**src/rtl/patp_control_unit.sv**
```systemverilog
// -----------------------------------------------------------------------------
// patp_control_unit
//
// Self-sequencing control unit for the PATP core. An internal fetch/execute
// state machine (IDLE, F1..F4, E1, E2) latches the opcode at the end of fetch
// and drives every datapath strobe directly. A run/step controller decides
// whether the machine continues at each instruction boundary. A wrapping
// counter tracks retired instructions.
//
// Optional feature macro: PATP_MEM_WAIT_EN
//   defined   : F2, load E2 and store E2 stall while mem_ready=0, with their
//               strobes held asserted.
//   undefined : mem_ready is ignored and every state lasts one cycle.
//
// Ports
//   clk, rst_n        clock (rising edge), asynchronous active-low reset
//   opcode            IR opcode field, valid from F3 onward
//   z                 zero flag, used only in buz E1
//   run               level: 1 = free-run, 0 = halt at instruction boundary
//   step              pulse: run one instruction while halted
//   mem_ready         memory completion (PATP_MEM_WAIT_EN only)
//   oe_*              bus output enables
//   func              ALU function: 00 zero, 01 inc, 10 add, 11 dec
//   read, write       memory strobes
//   we_*              register write enables
//   halted            controller is in IDLE
//   instr_done        last cycle of the current instruction
//   illegal           E1 of an illegal opcode (>= 8)
//   instr_count       retired-instruction count (wraps)
// -----------------------------------------------------------------------------
module patp_control_unit #(
  parameter int OPCODE_W = 3,
  parameter int CNT_W    = 16
) (
  input  logic                clk,
  input  logic                rst_n,
  input  logic [OPCODE_W-1:0] opcode,
  input  logic                z,
  input  logic                run,
  input  logic                step,
  input  logic                mem_ready,
  output logic                oe_ms,
  output logic                oe_ir,
  output logic                oe_pc,
  output logic                oe_d0,
  output logic                oe_alureg,
  output logic [1:0]          func,
  output logic                read,
  output logic                write,
  output logic                we_mar,
  output logic                we_ir,
  output logic                we_pc,
  output logic                we_d0,
  output logic                we_alureg,
  output logic                halted,
  output logic                instr_done,
  output logic                illegal,
  output logic [CNT_W-1:0]    instr_count
);

  typedef enum logic [2:0] {
    S_IDLE, S_F1, S_F2, S_F3, S_F4, S_E1, S_E2
  } state_t;

  localparam logic [1:0] FUNC_ZERO = 2'b00;
  localparam logic [1:0] FUNC_INC  = 2'b01;
  localparam logic [1:0] FUNC_ADD  = 2'b10;
  localparam logic [1:0] FUNC_DEC  = 2'b11;

  state_t              state_q, state_d;
  logic [OPCODE_W-1:0] op_q;
  logic                step_q, step_d;
  logic                illegal_op;
  logic                mem_ok;
  logic                last;
  logic [2:0]          op_lo;

  assign op_lo = op_q[2:0];

  // Any set bit above the low three makes the code >= 8.
  generate
    if (OPCODE_W > 3) begin : g_wide_op
      assign illegal_op = |op_q[OPCODE_W-1:3];
    end else begin : g_narrow_op
      assign illegal_op = 1'b0;
    end
  endgenerate

`ifdef PATP_MEM_WAIT_EN
  assign mem_ok = mem_ready;
`else
  logic unused_mem_ready;
  assign unused_mem_ready = mem_ready;
  assign mem_ok = 1'b1;
`endif

  // NOTE: every output of this block gets a default first so no path leaves
  // a variable unassigned, which would otherwise infer a latch.
  always_comb begin
    oe_ms      = 1'b0;
    oe_ir      = 1'b0;
    oe_pc      = 1'b0;
    oe_d0      = 1'b0;
    oe_alureg  = 1'b0;
    func       = FUNC_ZERO;
    read       = 1'b0;
    write      = 1'b0;
    we_mar     = 1'b0;
    we_ir      = 1'b0;
    we_pc      = 1'b0;
    we_d0      = 1'b0;
    we_alureg  = 1'b0;
    halted     = 1'b0;
    illegal    = 1'b0;
    last       = 1'b0;
    state_d    = state_q;
    step_d     = step_q;

    unique case (state_q)
      S_IDLE: begin
        halted = 1'b1;
        if (run || step) begin
          state_d = S_F1;
          // A step while running is meaningless; only arm the one-shot when halted.
          step_d  = step & ~run;
        end
      end
      S_F1: begin
        oe_pc   = 1'b1;
        we_mar  = 1'b1;
        state_d = S_F2;
      end
      S_F2: begin
        read  = 1'b1;
        oe_ms = 1'b1;
        we_ir = 1'b1;
        if (mem_ok) state_d = S_F3;
      end
      S_F3: begin
        oe_pc     = 1'b1;
        func      = FUNC_INC;
        we_alureg = 1'b1;
        state_d   = S_F4;
      end
      S_F4: begin
        oe_alureg = 1'b1;
        we_pc     = 1'b1;
        state_d   = S_E1;
      end
      S_E1: begin
        state_d = S_E2;
        if (illegal_op) begin
          illegal = 1'b1;
          last    = 1'b1;
        end else begin
          unique case (op_lo)
            3'd0: begin func = FUNC_ZERO; we_alureg = 1'b1; end
            3'd1: begin func = FUNC_INC;  we_alureg = 1'b1; oe_d0 = 1'b1; end
            3'd2: begin func = FUNC_ADD;  we_alureg = 1'b1; oe_ir = 1'b1; end
            3'd3: begin func = FUNC_DEC;  we_alureg = 1'b1; oe_d0 = 1'b1; end
            3'd4: begin oe_ir = 1'b1; we_pc = 1'b1; last = 1'b1; end
            3'd5: begin
              oe_ir = z;
              we_pc = z;
              last  = 1'b1;
            end
            default: begin oe_ir = 1'b1; we_mar = 1'b1; end  // load, store
          endcase
        end
      end
      S_E2: begin
        unique case (op_lo)
          3'd6: begin read = 1'b1; oe_ms = 1'b1; we_d0 = 1'b1; last = mem_ok; end
          3'd7: begin oe_d0 = 1'b1; write = 1'b1; last = mem_ok; end
          default: begin oe_alureg = 1'b1; we_d0 = 1'b1; last = 1'b1; end
        endcase
      end
      default: state_d = S_IDLE;
    endcase

    // Instruction boundary: continue only when free-running and not stepping.
    if (last) begin
      state_d = (run && !step_q) ? S_F1 : S_IDLE;
      step_d  = 1'b0;
    end
  end

  assign instr_done = last;

  // NOTE: state registers use non-blocking assignments so every flop samples
  // its inputs from before the clock edge.
  always_ff @(posedge clk or negedge rst_n) begin
    if (!rst_n) begin
      state_q     <= S_IDLE;
      op_q        <= '0;
      step_q      <= 1'b0;
      instr_count <= '0;
    end else begin
      state_q <= state_d;
      step_q  <= step_d;
      if (state_q == S_F4) op_q <= opcode;
      if (last) instr_count <= instr_count + CNT_W'(1);
    end
  end

endmodule

```
**config.mk**
```make
export PLATFORM = sky130hd
export DESIGN_NAME = patp_control_unit
export DESIGN_NICKNAME = d
export VERILOG_FILES = /design/src/rtl/patp_control_unit.sv
export SDC_FILE = /design/constraint.sdc
export NUM_CORES = 1
export LEC_CHECK = 0
export CAP_MARGIN = 25
export CORE_ASPECT_RATIO = 1.25
export CORE_MARGIN = 2
export CORE_UTILIZATION = 48
export DETAILED_ROUTE_END_ITERATION = 10
export PLACE_DENSITY = 0.79
export SYNTH_ARGS = -nofsm -noshare
export SYNTH_HDL_FRONTEND = slang
export SYNTH_SLANG_ARGS = --single-unit
```
**constraint.sdc**
```tcl
create_clock -name clk -period 3.8 [get_ports clk]
set_input_delay 0.38 -clock clk [delete_from_list [all_inputs] [get_ports clk]]
set_output_delay 0.38 -clock clk [all_outputs]
set_load 0.01 [all_outputs]
```
==> impl_metrics.prom <==
# TYPE chip_impl_metric gauge
chip_impl_metric{name="met3_usage",unit=""} 0.0316
chip_impl_info{name="crit_type",value="register to output port"} 1
chip_impl_metric{name="share_comb_of_total_power",unit=""} 0.464
chip_impl_metric{name="min_period",unit="ns"} 2.59
chip_impl_metric{name="cts_buffer_depth",unit=""} 2
chip_impl_metric{name="core_outline_area",unit="um2"} 2450
chip_impl_metric{name="fp.dieW",unit="um"} 49.7
chip_impl_metric{name="antenna_found_initial",unit=""} 0
chip_impl_metric{name="final_weighted_congestion_of_routability_driven_global_placement",unit=""} 0.799
chip_impl_metric{name="timing.critical_path.fanout_max",unit=""} 15
chip_impl_metric{name="leakage",unit="nW"} 0.660
chip_impl_metric{name="post_route_cells_drive_above_1_share",unit=""} 0.0783
chip_impl_metric{name="post_cts_buffers",unit=""} 0
chip_impl_metric{name="fillerInstances",unit=""} 212
chip_impl_info{name="min-delay-path-class",value="input port to async pin"} 1
chip_impl_metric{name="place.detailed.hpwl",unit="mm"} 1.92
chip_impl_metric{name="final_max_slew_viol_count",unit=""} 0
chip_impl_metric{name="power_density",unit="nW/um2"} 588
chip_impl_metric{name="detail_route.iter0.violations",unit=""} 18
chip_impl_metric{name="vias",unit=""} 1026
chip_impl_metric{name="worstSkewPairLatency",unit="ns"} 0.30
chip_impl_info{name="grt-busiest-layer",value="met2"} 1
chip_impl_metric{name="netlist-cell-type-count",unit=""} 31
chip_impl_metric{name="crit_arrival",unit="ns"} 2.21
chip_impl_metric{name="die_extent_in_y",unit="um"} 61.2
chip_impl_metric{name="fin_tns_setup",unit="ns"} 0
chip_impl_info{name="clk_root_buffer_cell",value="sky130_fd_sc_hd__clkbuf_4"} 1
chip_impl_metric{name="power.switching",unit="mW"} 0.394
chip_impl_info{name="timing.critical_path.cells",value="nand2b_1, a311oi_1, clkdlybuf4s50_1"} 1
chip_impl_metric{name="firstDrtPassIters",unit=""} 2
chip_impl_metric{name="timing_hold_violations_final",unit=""} 0
chip_impl_metric{name="holdWs",unit="ns"} 0.362
chip_impl_info{name="timing.critical_path.max_delay_family",value="flip-flops"} 1
chip_impl_metric{name="ctsHoldBuffers",unit=""} 0
chip_impl_metric{name="worst_ep_required_time",unit="ns"} 3.42
chip_impl_metric{name="sequentialPowerShare",unit=""} 0.426
chip_impl_metric{name="syn-mean-instance-area",unit="um2"} 9.65
chip_impl_info{name="worstSetupEndpointType",value="output port"} 1
chip_impl_metric{name="cap_viol_max_count",unit=""} 0
chip_impl_metric{name="port_buffers",unit=""} 39
chip_impl_metric{name="finish.net_count",unit=""} 177
chip_impl_metric{name="timing.critical_path.buf_inv",unit=""} 1
chip_impl_metric{name="cts-resized-gates",unit=""} 0
chip_impl_metric{name="synthToLayoutAreaGrowth",unit="%"} 35.4
chip_impl_info{name="most_used_standard_cell_by_instance_count_after_synthesis",value="sky130_fd_sc_hd__dfrtp_1"} 1
chip_impl_metric{name="clock.fmax",unit="MHz"} 385
chip_impl_metric{name="route.antenna.remaining_nets",unit=""} 0
chip_impl_metric{name="critical-path-max-stage-delay",unit="ns"} 0.57
chip_impl_metric{name="gr-total-overflow",unit=""} 0
chip_impl_metric{name="setup_violations",unit=""} 0
chip_impl_metric{name="total_power",unit="mW"} 0.998
chip_impl_info{name="synth_top_cells_by_area",value="sky130_fd_sc_hd__dfrtp_1, sky130_fd_sc_hd__xnor2_1, sky130_fd_sc_hd__nand2_1"} 1
chip_impl_metric{name="tritoncts.num_buffers",unit=""} 3
chip_impl_metric{name="initial_utilization",unit=""} 0.512
chip_impl_info{name="yosys.area.top_type",value="sky130_fd_sc_hd__dfrtp_1"} 1
chip_impl_metric{name="p_sw_frac",unit=""} 0.395
chip_impl_metric{name="grt_first_pass_wirelength",unit="mm"} 4.33
chip_impl_metric{name="finalWorstSetupSlack",unit="ns"} 1.21
chip_impl_info{name="cts_tree",value="yes"} 1
chip_impl_metric{name="detail_route.drc_violations",unit=""} 0
chip_impl_metric{name="clock_power_share",unit=""} 0.111
chip_impl_metric{name="synth_area",unit="um2"} 1250
chip_impl_metric{name="synth_async_sr_flop_share",unit=""} 1.00
chip_impl_metric{name="globalRouteTotalUtil",unit=""} 0.181
chip_impl_metric{name="io-pin-count",unit=""} 42
chip_impl_metric{name="fp.dieArea",unit="um2"} 3040
chip_impl_metric{name="synth-seq-area-share",unit=""} 0.459
chip_impl_metric{name="postSynthNetCount",unit=""} 140
chip_impl_info{name="slowest_stage",value="sky130_fd_sc_hd__dfrtp_1"} 1
chip_impl_metric{name="grt_start_max_net_pins",unit=""} 24
chip_impl_metric{name="synth-edff-count",unit=""} 0
chip_impl_metric{name="num_antenna_cells",unit=""} 0
chip_impl_metric{name="gr-usage-met1",unit=""} 0.206
chip_impl_metric{name="postSynthRegisterBits",unit=""} 23
chip_impl_metric{name="clock-skew-final",unit="ns"} 0.00352
chip_impl_info{name="result_of_the_run",value="completed"} 1
chip_impl_info{name="unrepaired_setup_endpoints_after_global_routing",value="false"} 1
chip_impl_metric{name="vias_in_the_first_global_route",unit=""} 1036
chip_impl_metric{name="rows",unit=""} 20
chip_impl_metric{name="finalCritPeriodShare",unit=""} 0.683
chip_impl_info{name="cp-start-kind",value="register"} 1
chip_impl_metric{name="synth_cells",unit=""} 130
chip_impl_metric{name="grt_util_met2",unit=""} 0.354
chip_impl_metric{name="dp_slack",unit="ns"} 1.54
chip_impl_metric{name="cts_max_level",unit=""} 1
chip_impl_metric{name="synth_top_area_frac",unit=""} 0.459
chip_impl_metric{name="internal-power",unit="mW"} 0.604
chip_impl_metric{name="routed_via_density",unit=""} 5.16
chip_impl_metric{name="ir_drop",unit="V"} 0.000327
chip_impl_metric{name="routedWlPerCell",unit="um"} 12.8
chip_impl_metric{name="clock_sink_count",unit=""} 23
chip_impl_metric{name="ys.warnings.count",unit=""} 0
chip_impl_info{name="synthFlopType",value="sky130_fd_sc_hd__dfrtp_1"} 1
chip_impl_metric{name="area_used_by_multi_input_combinational_logic",unit="um2"} 629
chip_impl_metric{name="routed_wl",unit="mm"} 2.55
chip_impl_info{name="synth_top_cells_by_count",value="sky130_fd_sc_hd__dfrtp_1, sky130_fd_sc_hd__nand2_1, sky130_fd_sc_hd__nor2_1, sky130_fd_sc_hd__xnor2_1, sky130_fd_sc_hd__a21oi_1"} 1
chip_impl_metric{name="clkSlewWorstSetupHoldPaths",unit="ns"} 0.13
chip_impl_metric{name="layout.area.seq",unit="um2"} 576
## cell families (layout without fill, tap and decap cells)
group,after synthesis,after routing,share of synthesized area
muxes,4,4,0.0359
AOI/OAI and AO/OA,18,18,0.106
xor gates and xnor gates,15,15,0.105
and+or+nand+nor,58,58,0.242
other,1,1,0.00299
buffers and inverters,10,46,0.0399
DFF,23,23,0.459
adders and majority gates,1,1,0.00997
## state kept, by name, indices dropped and copies added (netlist names)
| name | count |
|---|---|
| instr_count | 16 |
| state_q | 3 |
| op_lo | 3 |
| step_q | 1 |
## area by class of cell
type	instances	share of cell area
inverters	2	0.00442
clock buffers	3	0.0133
flip-flops and latches	23	0.339
well taps	33	0.0243
multi-input cells	97	0.370
clock inverters	1	0.00295
repair buffers	40	0.246
## worst paths after layout
path                                        startpoint                           to  slack, ns  cells after the start
setup / recovery                state_q[0]$_DFFE_PN0P_                        we_d0       1.21                      3
hold / removal                                   rst_n  instr_count[14]$_DFFE_PN0P_       0.36                      1
setup reg to reg                state_q[0]$_DFFE_PN0P_  instr_count[12]$_DFFE_PN0P_       1.98                      4
hold reg to reg            instr_count[15]$_DFFE_PN0P_  instr_count[15]$_DFFE_PN0P_       0.49                      1
max in group asynchronous                        rst_n       state_q[1]$_DFFE_PN0P_       3.02                      2
min in group clk           instr_count[15]$_DFFE_PN0P_  instr_count[15]$_DFFE_PN0P_       0.49                      1
## stage by stage
| step | util | instances | instance area, um2 |
|---|---|---|---|
| 5_1_grt | 0.693 | 199 | 1700 |
| 4_1_cts | 0.682 | 198 | 1670 |
| 6_report | 0.693 | 199 | 1700 |
| 3_5_place_dp | 0.670 | 194 | 1640 |
| 2_1_floorplan | - | 130 | 1250 |
| 3_3_place_gp | 0.670 | 194 | 1640 |
## cell usage in the layout (no fill, tap or decap), types with 2 or more instances in the layout
| cell | instances |
|---|---|
| sky130_fd_sc_hd__a21oi_1 | 7 |
| sky130_fd_sc_hd__a311oi_1 | 2 |
| sky130_fd_sc_hd__clkbuf_4 | 3 |
| sky130_fd_sc_hd__clkdlybuf4s50_1 | 39 |
| sky130_fd_sc_hd__dfrtp_1 | 23 |
| sky130_fd_sc_hd__inv_1 | 2 |
| sky130_fd_sc_hd__mux2_2 | 4 |
| sky130_fd_sc_hd__nand2_1 | 16 |
| sky130_fd_sc_hd__nand2b_1 | 5 |
| sky130_fd_sc_hd__nand3_1 | 6 |
| sky130_fd_sc_hd__nand3b_1 | 2 |
| sky130_fd_sc_hd__nand4_1 | 5 |
| sky130_fd_sc_hd__nor2_1 | 12 |
| sky130_fd_sc_hd__nor2b_1 | 5 |
| sky130_fd_sc_hd__nor3_1 | 5 |
| sky130_fd_sc_hd__xnor2_1 | 12 |
| sky130_fd_sc_hd__xor2_1 | 3 |
## per-layer routing
layer | up-vias | routed length (um) | share of wire
met5 | - | 0 | 0
li1 | 517 | - | -
met4 | 0 | 12 | 0.0047
met1 | 480 | 1100 | 0.43
met2 | 27 | 1320 | 0.52
met3 | 2 | 126 | 0.049
## power groups by stage
stage	combinational, mW	sequential [mW]	clock [mW]
3_5_place_dp	0.461	0.431	0
2_1_floorplan	0.322	0.373	0
6_report	0.463	0.425	0.111
4_1_cts	0.463	0.425	0.116
5_1_grt	0.506	0.442	0.124
3_3_place_gp	0.449	0.428	0
Power figures use the tool's default switching activity.
